`config.mk`:
```
export PLATFORM = sky130hd
export DESIGN_NAME = uart_rx_flat
export DESIGN_NICKNAME = d
export VERILOG_FILES = /design/src/rtl/uart_rx_if.sv /design/src/rtl/uart_rx.sv /design/src/flat_wrapper.sv
export SDC_FILE = /design/constraint.sdc
export NUM_CORES = 1
export LEC_CHECK = 0
export CAP_MARGIN = 20
export CORE_ASPECT_RATIO = 0.7
export CORE_MARGIN = 4
export CORE_UTILIZATION = 40
export DETAILED_ROUTE_END_ITERATION = 12
export PLACE_DENSITY = 0.67
export SLEW_MARGIN = 25
export SYNTH_ARGS = -nofsm -noshare
export SYNTH_HDL_FRONTEND = slang
export SYNTH_SLANG_ARGS = --single-unit
```
`constraint.sdc`:
```
create_clock -name clk -period 2.4 [get_ports clk]
set_input_delay 0.36 -clock clk [delete_from_list [all_inputs] [get_ports clk]]
set_output_delay 0.36 -clock clk [all_outputs]
set_load 0.05 [all_outputs]
```
`src/rtl/uart_rx_if.sv`:
```
// UART receiver bus: serial line plus per-frame configuration in, received
// word and status strobes out. The bench drives the master side.
interface uart_rx_if #(
  parameter int data_width = 8
);
  logic                  rx_in;
  logic [5:0]            prescale;
  logic                  par_en;
  logic                  par_typ;
  logic [data_width-1:0] p_data;
  logic                  data_valid;
  logic                  par_err;
  logic                  stp_err;

  modport master (
    output rx_in, prescale, par_en, par_typ,
    input  p_data, data_valid, par_err, stp_err
  );

  modport slave (
    input  rx_in, prescale, par_en, par_typ,
    output p_data, data_valid, par_err, stp_err
  );
endinterface

```
`src/rtl/uart_rx.sv`:
```
// Oversampling UART receiver (start, data_width data bits LSB first,
// optional parity, one stop bit). The cycle in which IDLE first sees rx_in
// low counts as edge 0 of the start bit, so a frame of N bits ends (strobes
// and p_data update visible) exactly N*P cycles after that cycle.
// Optional build macro RX_MAJORITY_SAMPLE_EN: decide each bit by a 2-of-3
// vote over edges P/2-1, P/2, P/2+1 instead of a single sample at P/2.
module uart_rx #(
  parameter int data_width = 8
) (
  input  logic      clk,
  input  logic      rst,
  uart_rx_if.slave  bus
);

  localparam int BCW = (data_width > 1) ? $clog2(data_width) : 1;
  localparam logic [BCW-1:0] LAST_BIT = BCW'(data_width - 1);

  typedef enum logic [2:0] {IDLE, START, DATA, PARITY, STOP} state_t;

  state_t                state, state_nx;
  logic [5:0]            edge_cnt, edge_nx;
  logic [BCW-1:0]        bit_cnt, bit_nx;
  logic [data_width-1:0] shreg, shreg_nx;
  logic [data_width-1:0] p_data_q, p_data_nx;
  logic                  par_fail, par_fail_nx;
  logic                  stp_fail, stp_fail_nx;
  logic [5:0]            pre_q, pre_nx;
  logic                  pen_q, pen_nx;
  logic                  ptyp_q, ptyp_nx;
  logic                  dv_q, dv_nx;
  logic                  pe_q, pe_nx;
  logic                  se_q, se_nx;
  logic [5:0]            half;
  logic                  bit_end;
  logic                  decide;
  logic                  bit_val;

  function automatic logic maj3(input logic a, input logic b, input logic c);
    return (a & b) | (a & c) | (b & c);
  endfunction

  function automatic logic exp_parity(input logic [data_width-1:0] d, input logic odd);
    return odd ? ~(^d) : (^d);
  endfunction

  assign half    = pre_q >> 1;
  assign bit_end = (edge_cnt == pre_q - 6'd1);

`ifdef RX_MAJORITY_SAMPLE_EN
  logic [1:0] smp_q, smp_nx;
  assign decide  = (edge_cnt == half + 6'd1);
  assign bit_val = maj3(smp_q[1], smp_q[0], bus.rx_in);
`else
  assign decide  = (edge_cnt == half);
  assign bit_val = bus.rx_in;
`endif

  // Next-state, counter, shift register and strobe logic
  always_comb begin
    state_nx    = state;
    edge_nx     = edge_cnt;
    bit_nx      = bit_cnt;
    shreg_nx    = shreg;
    par_fail_nx = par_fail;
    stp_fail_nx = stp_fail;
    pre_nx      = pre_q;
    pen_nx      = pen_q;
    ptyp_nx     = ptyp_q;
    p_data_nx   = p_data_q;
    dv_nx       = 1'b0;
    pe_nx       = 1'b0;
    se_nx       = 1'b0;
`ifdef RX_MAJORITY_SAMPLE_EN
    smp_nx = smp_q;
    if (edge_cnt == half - 6'd1) smp_nx[1] = bus.rx_in;
    if (edge_cnt == half)        smp_nx[0] = bus.rx_in;
`endif
    if (state != IDLE) edge_nx = bit_end ? 6'd0 : edge_cnt + 6'd1;

    case (state)
      IDLE: begin
        edge_nx = 6'd0;
        bit_nx  = '0;
        if (!bus.rx_in) begin
          // This cycle is edge 0 of the start bit; config is frozen here.
          state_nx    = START;
          edge_nx     = 6'd1;
          shreg_nx    = '0;
          par_fail_nx = 1'b0;
          stp_fail_nx = 1'b0;
          pre_nx      = bus.prescale;
          pen_nx      = bus.par_en;
          ptyp_nx     = bus.par_typ;
        end
      end
      START: begin
        if (decide && bit_val) begin
          state_nx = IDLE;
          edge_nx  = 6'd0;
        end else if (bit_end) begin
          state_nx = DATA;
        end
      end
      DATA: begin
        if (decide) begin
          shreg_nx                 = shreg >> 1;
          shreg_nx[data_width-1]   = bit_val;
        end
        if (bit_end) begin
          if (bit_cnt == LAST_BIT) begin
            bit_nx   = '0;
            state_nx = pen_q ? PARITY : STOP;
          end else begin
            bit_nx = bit_cnt + 1'b1;
          end
        end
      end
      PARITY: begin
        if (decide && (bit_val != exp_parity(shreg, ptyp_q))) par_fail_nx = 1'b1;
        if (bit_end) state_nx = STOP;
      end
      STOP: begin
        if (decide && !bit_val) stp_fail_nx = 1'b1;
        if (bit_end) begin
          state_nx  = IDLE;
          p_data_nx = shreg;
          dv_nx     = !par_fail && !stp_fail;
          pe_nx     = par_fail;
          se_nx     = stp_fail;
        end
      end
      default: state_nx = IDLE;
    endcase
  end

  // State and datapath registers, cleared asynchronously
  always_ff @(posedge clk or negedge rst) begin
    if (!rst) begin
      state    <= IDLE;
      edge_cnt <= '0;
      bit_cnt  <= '0;
      shreg    <= '0;
      p_data_q <= '0;
      par_fail <= 1'b0;
      stp_fail <= 1'b0;
      pre_q    <= '0;
      pen_q    <= 1'b0;
      ptyp_q   <= 1'b0;
      dv_q     <= 1'b0;
      pe_q     <= 1'b0;
      se_q     <= 1'b0;
`ifdef RX_MAJORITY_SAMPLE_EN
      smp_q    <= '0;
`endif
    end else begin
      state    <= state_nx;
      edge_cnt <= edge_nx;
      bit_cnt  <= bit_nx;
      shreg    <= shreg_nx;
      p_data_q <= p_data_nx;
      par_fail <= par_fail_nx;
      stp_fail <= stp_fail_nx;
      pre_q    <= pre_nx;
      pen_q    <= pen_nx;
      ptyp_q   <= ptyp_nx;
      dv_q     <= dv_nx;
      pe_q     <= pe_nx;
      se_q     <= se_nx;
`ifdef RX_MAJORITY_SAMPLE_EN
      smp_q    <= smp_nx;
`endif
    end
  end

  assign bus.p_data     = p_data_q;
  assign bus.data_valid = dv_q;
  assign bus.par_err    = pe_q;
  assign bus.stp_err    = se_q;

endmodule

```
`src/flat_wrapper.sv`:
```
// flat-port wrapper written by rule: the top's interface ports become plain ports
module uart_rx_flat 
#(
  parameter int data_width = 8
)
  (clk, rst, bus_rx_in, bus_prescale, bus_par_en, bus_par_typ, bus_p_data, bus_data_valid, bus_par_err, bus_stp_err);
  uart_rx_if #(.data_width(data_width)) bus_i ();
  input  logic clk;
  input  logic rst;
  input wire logic [$bits(bus_i.rx_in)-1:0] bus_rx_in;
  input wire logic [$bits(bus_i.prescale)-1:0] bus_prescale;
  input wire logic [$bits(bus_i.par_en)-1:0] bus_par_en;
  input wire logic [$bits(bus_i.par_typ)-1:0] bus_par_typ;
  output wire logic [$bits(bus_i.p_data)-1:0] bus_p_data;
  output wire logic [$bits(bus_i.data_valid)-1:0] bus_data_valid;
  output wire logic [$bits(bus_i.par_err)-1:0] bus_par_err;
  output wire logic [$bits(bus_i.stp_err)-1:0] bus_stp_err;
  assign bus_i.rx_in = bus_rx_in;
  assign bus_i.prescale = bus_prescale;
  assign bus_i.par_en = bus_par_en;
  assign bus_i.par_typ = bus_par_typ;
  assign bus_p_data = bus_i.p_data;
  assign bus_data_valid = bus_i.data_valid;
  assign bus_par_err = bus_i.par_err;
  assign bus_stp_err = bus_i.stp_err;
  uart_rx #(.data_width(data_width)) u_core (.clk(clk), .rst(rst), .bus(bus_i));
endmodule
```
# Yosys cells after proc, flatten, opt, wreduce, memory -nomap -nowiden
# Index checks and enable logic that the tools add are counted.
# op_classes
n_mux,32
reduce_logical,20
n_bitwise,2
eq_ne,17
n_addsub,3
# ops
cell,n
3-bit 2-to-1 mux,10
6-bit 2-to-1 mux,3
8-bit 2-to-1 mux,2
8-bit case mux with 2 select lines,1
3-bit case mux with 5 select lines,1
"2-bit by 1-bit inequality test with 1-bit output, second input constant",7
6-bit case mux with 2 select lines,1
1-bit 2-to-1 mux,11
3-bit AND reduction,3
8-bit XOR reduction,1
"6-bit by 1-bit adder with 6-bit output, second input constant",1
"3-bit by 2-bit == test with 1-bit output, second input constant",2
"3-bit == test, second input constant",2
6-bit by 5-bit == test with 1-bit output,1
6-bit == test,1
3-bit case mux with 2 select lines,1
2-bit AND reduction,3
6-bit AND reduction,1
2-bit nonzero test,3
"6-bit by 1-bit subtractor with 6-bit output, second input constant",1
1-bit logical AND,4
1-bit case mux with 2 select lines,2
"3-bit by 1-bit adder with 3-bit output, second input constant",1
"3-bit by 1-bit == test with 1-bit output, second input constant",1
7 further kinds,10
# word_totals
elab_cells,87
input_bits,11
regBits,41

# Longest topological paths before layout
# depth
depth_word,7
depth_mapped,9
mapped_depth_nobuf,8

# Worst setup path before layout
# No wires, ideal clock.
# synth_path
kind,flip-flop to flip-flop
from,reg u_core.pre_q[0]
to,reg u_core.state[2]
t_arrival_ps,1940
path_buffers,0
t_required_ps,2275
stages_incl_launch_ff,9
slack_ps,335
setup_ps,125
synth_period_minus_slack_ps,2065
path_cell_list,dfrtp_1 inv_1 ha_1 xor2_1 nor2_1 o31ai_2 a211oi_2 a311oi_4 mux2_4
# synth_via
elab_chain_cells,4
word_cells_on_any_way,7
# synth_lines
item,line,text
"start, declared",uart_rx.sv:27,"logic [5:0] pre_q, pre_nx;"
"start signal, assigned",uart_rx.sv:163,pre_q <= pre_nx;
6-bit by 1-bit subtractor with 6-bit output *,uart_rx.sv:47,assign bit_end = (edge_cnt == pre_q - 6'd1);
6-bit == test *,uart_rx.sv:47,
3-bit by 1-bit inequality test with 1-bit output (no source line) or 2-bit by 1-bit inequality test with 1-bit output (tied branches),-,
6-bit AND reduction (no source line) *,-,
"end signal, assigned",uart_rx.sv:156,state <= state_nx;
"end, declared",uart_rx.sv:20,"state_t state, state_nx;"
# Every way passes the cells marked *; elsewhere a longest branch is shown, timed or not.
# A chain may end at the register's enable or synchronous reset.

# Worst setup path in the final report
# layout_path
from,reg u_core.pre_q[0]
to,reg u_core.p_data_q[3] (netlist: u_core.bus.p_data[3])
# layout_via
elab_chain_cells,3
# layout_lines
item,line,text
6-bit by 1-bit subtractor with 6-bit output,uart_rx.sv:47,
6-bit == test,uart_rx.sv:47,
2-bit AND reduction (no source line),-,
"end signal, assigned",uart_rx.sv:160,p_data_q <= p_data_nx;
"end, declared",uart_rx.sv:24,"logic [data_width-1:0] p_data_q, p_data_nx;"
# No other way between the ends.

==> results by group <==
Run status
  • Status: completed

Routing
  • Routed via count: 1553
  • Initial drt markers: 103
  • Drt pass-1 iters: 4
  • Drc violations: 0
  • ANT nets after route: 0
  • Total Wirelength: 4370 um
  • DR vias/cell: around 4.9
  • Wire length per cell: ~14 um

Timing
  • Final Setup Violations: 0
  • Fin. Hold Viols: 0
  • Final period util: 0.944
  • Rel. slew slack: 0.648
  • Clock Skew: 6.25 ps
  • RSZ-0062 raised after global routing: false
  • Min setup slack post-route: 136 ps
  • Fin. max-slew vios: 0
  • Total Neg Setup Slack: 0 ps
  • Worst slew pin tran: between 500 and 600 ps
  • Fmax: 442 MHz
  • Min Tclk post-route: 2260 ps

Synthesis
  • Synth Cell Area: about 2300 um2
  • Yosys cell types: 38
  • Sequential-to-total area share from yosys stat: 0.453
  • Yosys top cell by area: dfrtp_1
  • Syn_nets: between 200 and 250
  • Area share of the largest cell type after synthesis: 0.453
  • Seq cells post-synth: 41
  • Ranking of synthesized cells by area: dfrtp_1, xnor2_1, mux2_4, nand2_1, o21ai_0
  • Yosys Warn Count: 0
  • Syn_area_per_cell: around 10 um2
  • Post-synthesis cell count: approximately 220

CTS
  • CTS tree: yes
  • Hold buffers post-CTS: 0
  • Post-CTS Setup Inserts: 0
  • Root Buffer: clkbuf_8
  • Worst-Skew Late Latency: about 290 ps
  • CTS sink cnt: between 40 and 50
  • Resize count post-CTS: 0
  • Clk buf depth: 2
  • Clock-pin transition on the worst setup and hold timing paths: approximately 80 ps
  • H-tree levels: 2
  • Total CTS buffers: 5

Place
  • GPL Wtd Cong: 0.838
  • IO Port Bufs: 21
  • Inst Count DP: just over 300
  • Pre-CTS setup slack: approximately 160 ps
  • DP HPWL: about 3100 um

Cells and area
  • Area Growth Syn to Fin: 13.9%
  • Antenna cells: 0
  • Fin nets: around 260
  • Final Util: 0.480
  • Share of cells above drive strength 1: 0.131
  • Non-Filler Instances: between 300 and 400

Floorplan
  • Starting Density: 0.422
  • Row Count: 22
  • Die Y: between 70 and 80 um
  • Die Wd: about 98 um
  • Core ar.: between 5000 and 6000 um2
  • IO Pins: 22
  • Die area: a little under 7000 um2

Flow run
  • Max Cap Viol: 0

GRT
  • Tot GR Track Use: 0.134
  • First-pass GRT wire length: approximately 7400 um
  • Initial antenna violation count: 0
  • Pin count of the biggest net entering global routing: 42
  • GRT overflow: 0
  • Vias in the first global route: 1491

Setup path
  • Worst R2R End: u_core.bus.p_data[3]
  • Worst Path Arrival: between 2000 and 2500 ps
  • Flop-to-flop setup slack: ~140 ps
  • Setup CP Type: reg -> reg
  • R2R cell count: 9
  • Required @ worst endpoint: about 2600 ps
  • CP endpoint kind: register
  • Worst Setup Start Kind: register
  • Crit-path max FO: 11
  • Worst R2R Start: u_core.pre_q[0]

Pwr
  • P per Cell Area: 1110 nW/um2
  • Leak pwr: 0.00119 uW
  • Worst VDD drop: ~0.38 mV
  • Tot Pwr: between 2000 and 3000 uW

Min path
  • Hold Path Class: in -> async
[worst max path at each step]
stage	slack, ps	startpoint	cells after the start	endpoint
global route	30	u_core.pre_q[0]	9	u_core.bus.p_data[3]
floorplan	340	u_core.pre_q[0]	8	u_core.state[2]
CTS	130	u_core.pre_q[0]	9	u_core.bus.p_data[3]
global placement	220	u_core.pre_q[0]	9	u_core.bus.p_data[3]
detailed placement	160	u_core.pre_q[0]	9	u_core.bus.p_data[3]
finish	140	u_core.pre_q[0]	9	u_core.bus.p_data[3]
[state kept, by name, summed over array words and instances, names as in the netlist, 3 cells and up]
register	cells
u_core.bus.p_data	8
u_core.shreg	8
u_core.edge_cnt	6
u_core.pre_q	6
u_core.bit_cnt	3
u_core.state	3
[critical path, stage by stage, from the launching register on]
cell and delay [ps]:
dfrtp_1 460, inv_1 80, ha_1 250, xor2_1 150
nor2_1 70, o31ai_2 380, nor2_4 100, nand3_2 80
buf_4 220, mux2_2 350
[area by class of cell]
cell class / count / area [um2]
fill: 508 / 2790
multi-input combinational: 153 / 1070
sequential: 41 / 1030
timing repair buffer: 27 / 253
tap: 72 / 90.1
clock buffer: 6 / 72.6
inverter: 16 / 60.1
clock inverter: 2 / 10.0
[cell usage after synthesis]
library cell / count
o21ai_0: 16
nand4b_4: 1
ha_1: 4
mux2i_1: 4
o31ai_1: 2
nor2_4: 1
a21boi_1: 1
nor3_4: 1
nor2_1: 20
a211oi_2: 1
nor4_1: 1
nand2_1: 29
a2bb2oi_1: 1
dfrtp_1: 41
mux2_2: 1
buf_6: 7
nand3b_1: 1
buf_2: 1
buf_4: 2
a21o_1: 3
nor3_1: 4
nand3_1: 13
inv_1: 16
and2_2: 1
nand2b_1: 3
xor2_1: 9
xnor2_1: 17
o22ai_1: 1
nor2b_1: 1
a21oi_1: 3
clkbuf_1: 2
o31ai_2: 1
clkbuf_2: 1
nor4_4: 1
nand3_2: 1
nand4_1: 2
mux2_4: 8
a311oi_4: 1
[report_power, final]
part / internal (uW) / leakage, uW / total (uW) / switching (uW)
clock: 202 / 0.0000450 / 443 / 241
sequential: 850 / 0.000553 / 1100 / 246
combinational: 586 / 0.000591 / 1320 / 735
[placed cells by master (no fill, tap or decap), types with 2 or more instances in the layout]
cell,n
a21o_1,3
a21oi_1,3
buf_4,7
clkbuf_8,5
clkdlybuf4s50_1,20
clkinv_2,2
dfrtp_1,41
ha_1,4
inv_1,16
mux2_4,8
mux2i_1,4
nand2_1,29
nand2b_1,3
nand3_1,13
nand4_1,2
nor2_1,20
nor3_1,4
o21ai_0,16
o31ai_1,2
xnor2_1,17
xor2_1,9
[logic make-up after synthesis]
kind of cell | synth area share
AO/OA/AOI/OAI | 0.0912
XOR/XNOR | 0.101
adder cells (fa/ha/maj) | 0.0221
buffers and inverters | 0.0757
flip-flops | 0.453
multiplexers | 0.0757
AND/OR/NAND/NOR | 0.181
[per-stage QoR]
| step | hold WS, ps | cell area, um2 |
|---|---|---|
| after floorplan | 64.4 | 2260 |
| after global placement | 430 | 2490 |
| after detailed placement | 445 | 2490 |
| after CTS | 235 | 2570 |
| after global routing | 78.0 | 2580 |
| final | 43.6 | 2580 |
[routing by layer]
layer / GRT usage / wire, um / vias up
li1: - / - / 774
met1: 0.206 / 2390 / 749
met2: 0.179 / 1730 / 26
met3: 0.0424 / 211 / 4
met4: 0.0369 / 44 / 0
met5: 0 / 0 / -
Power figures use the tool's default switching activity.
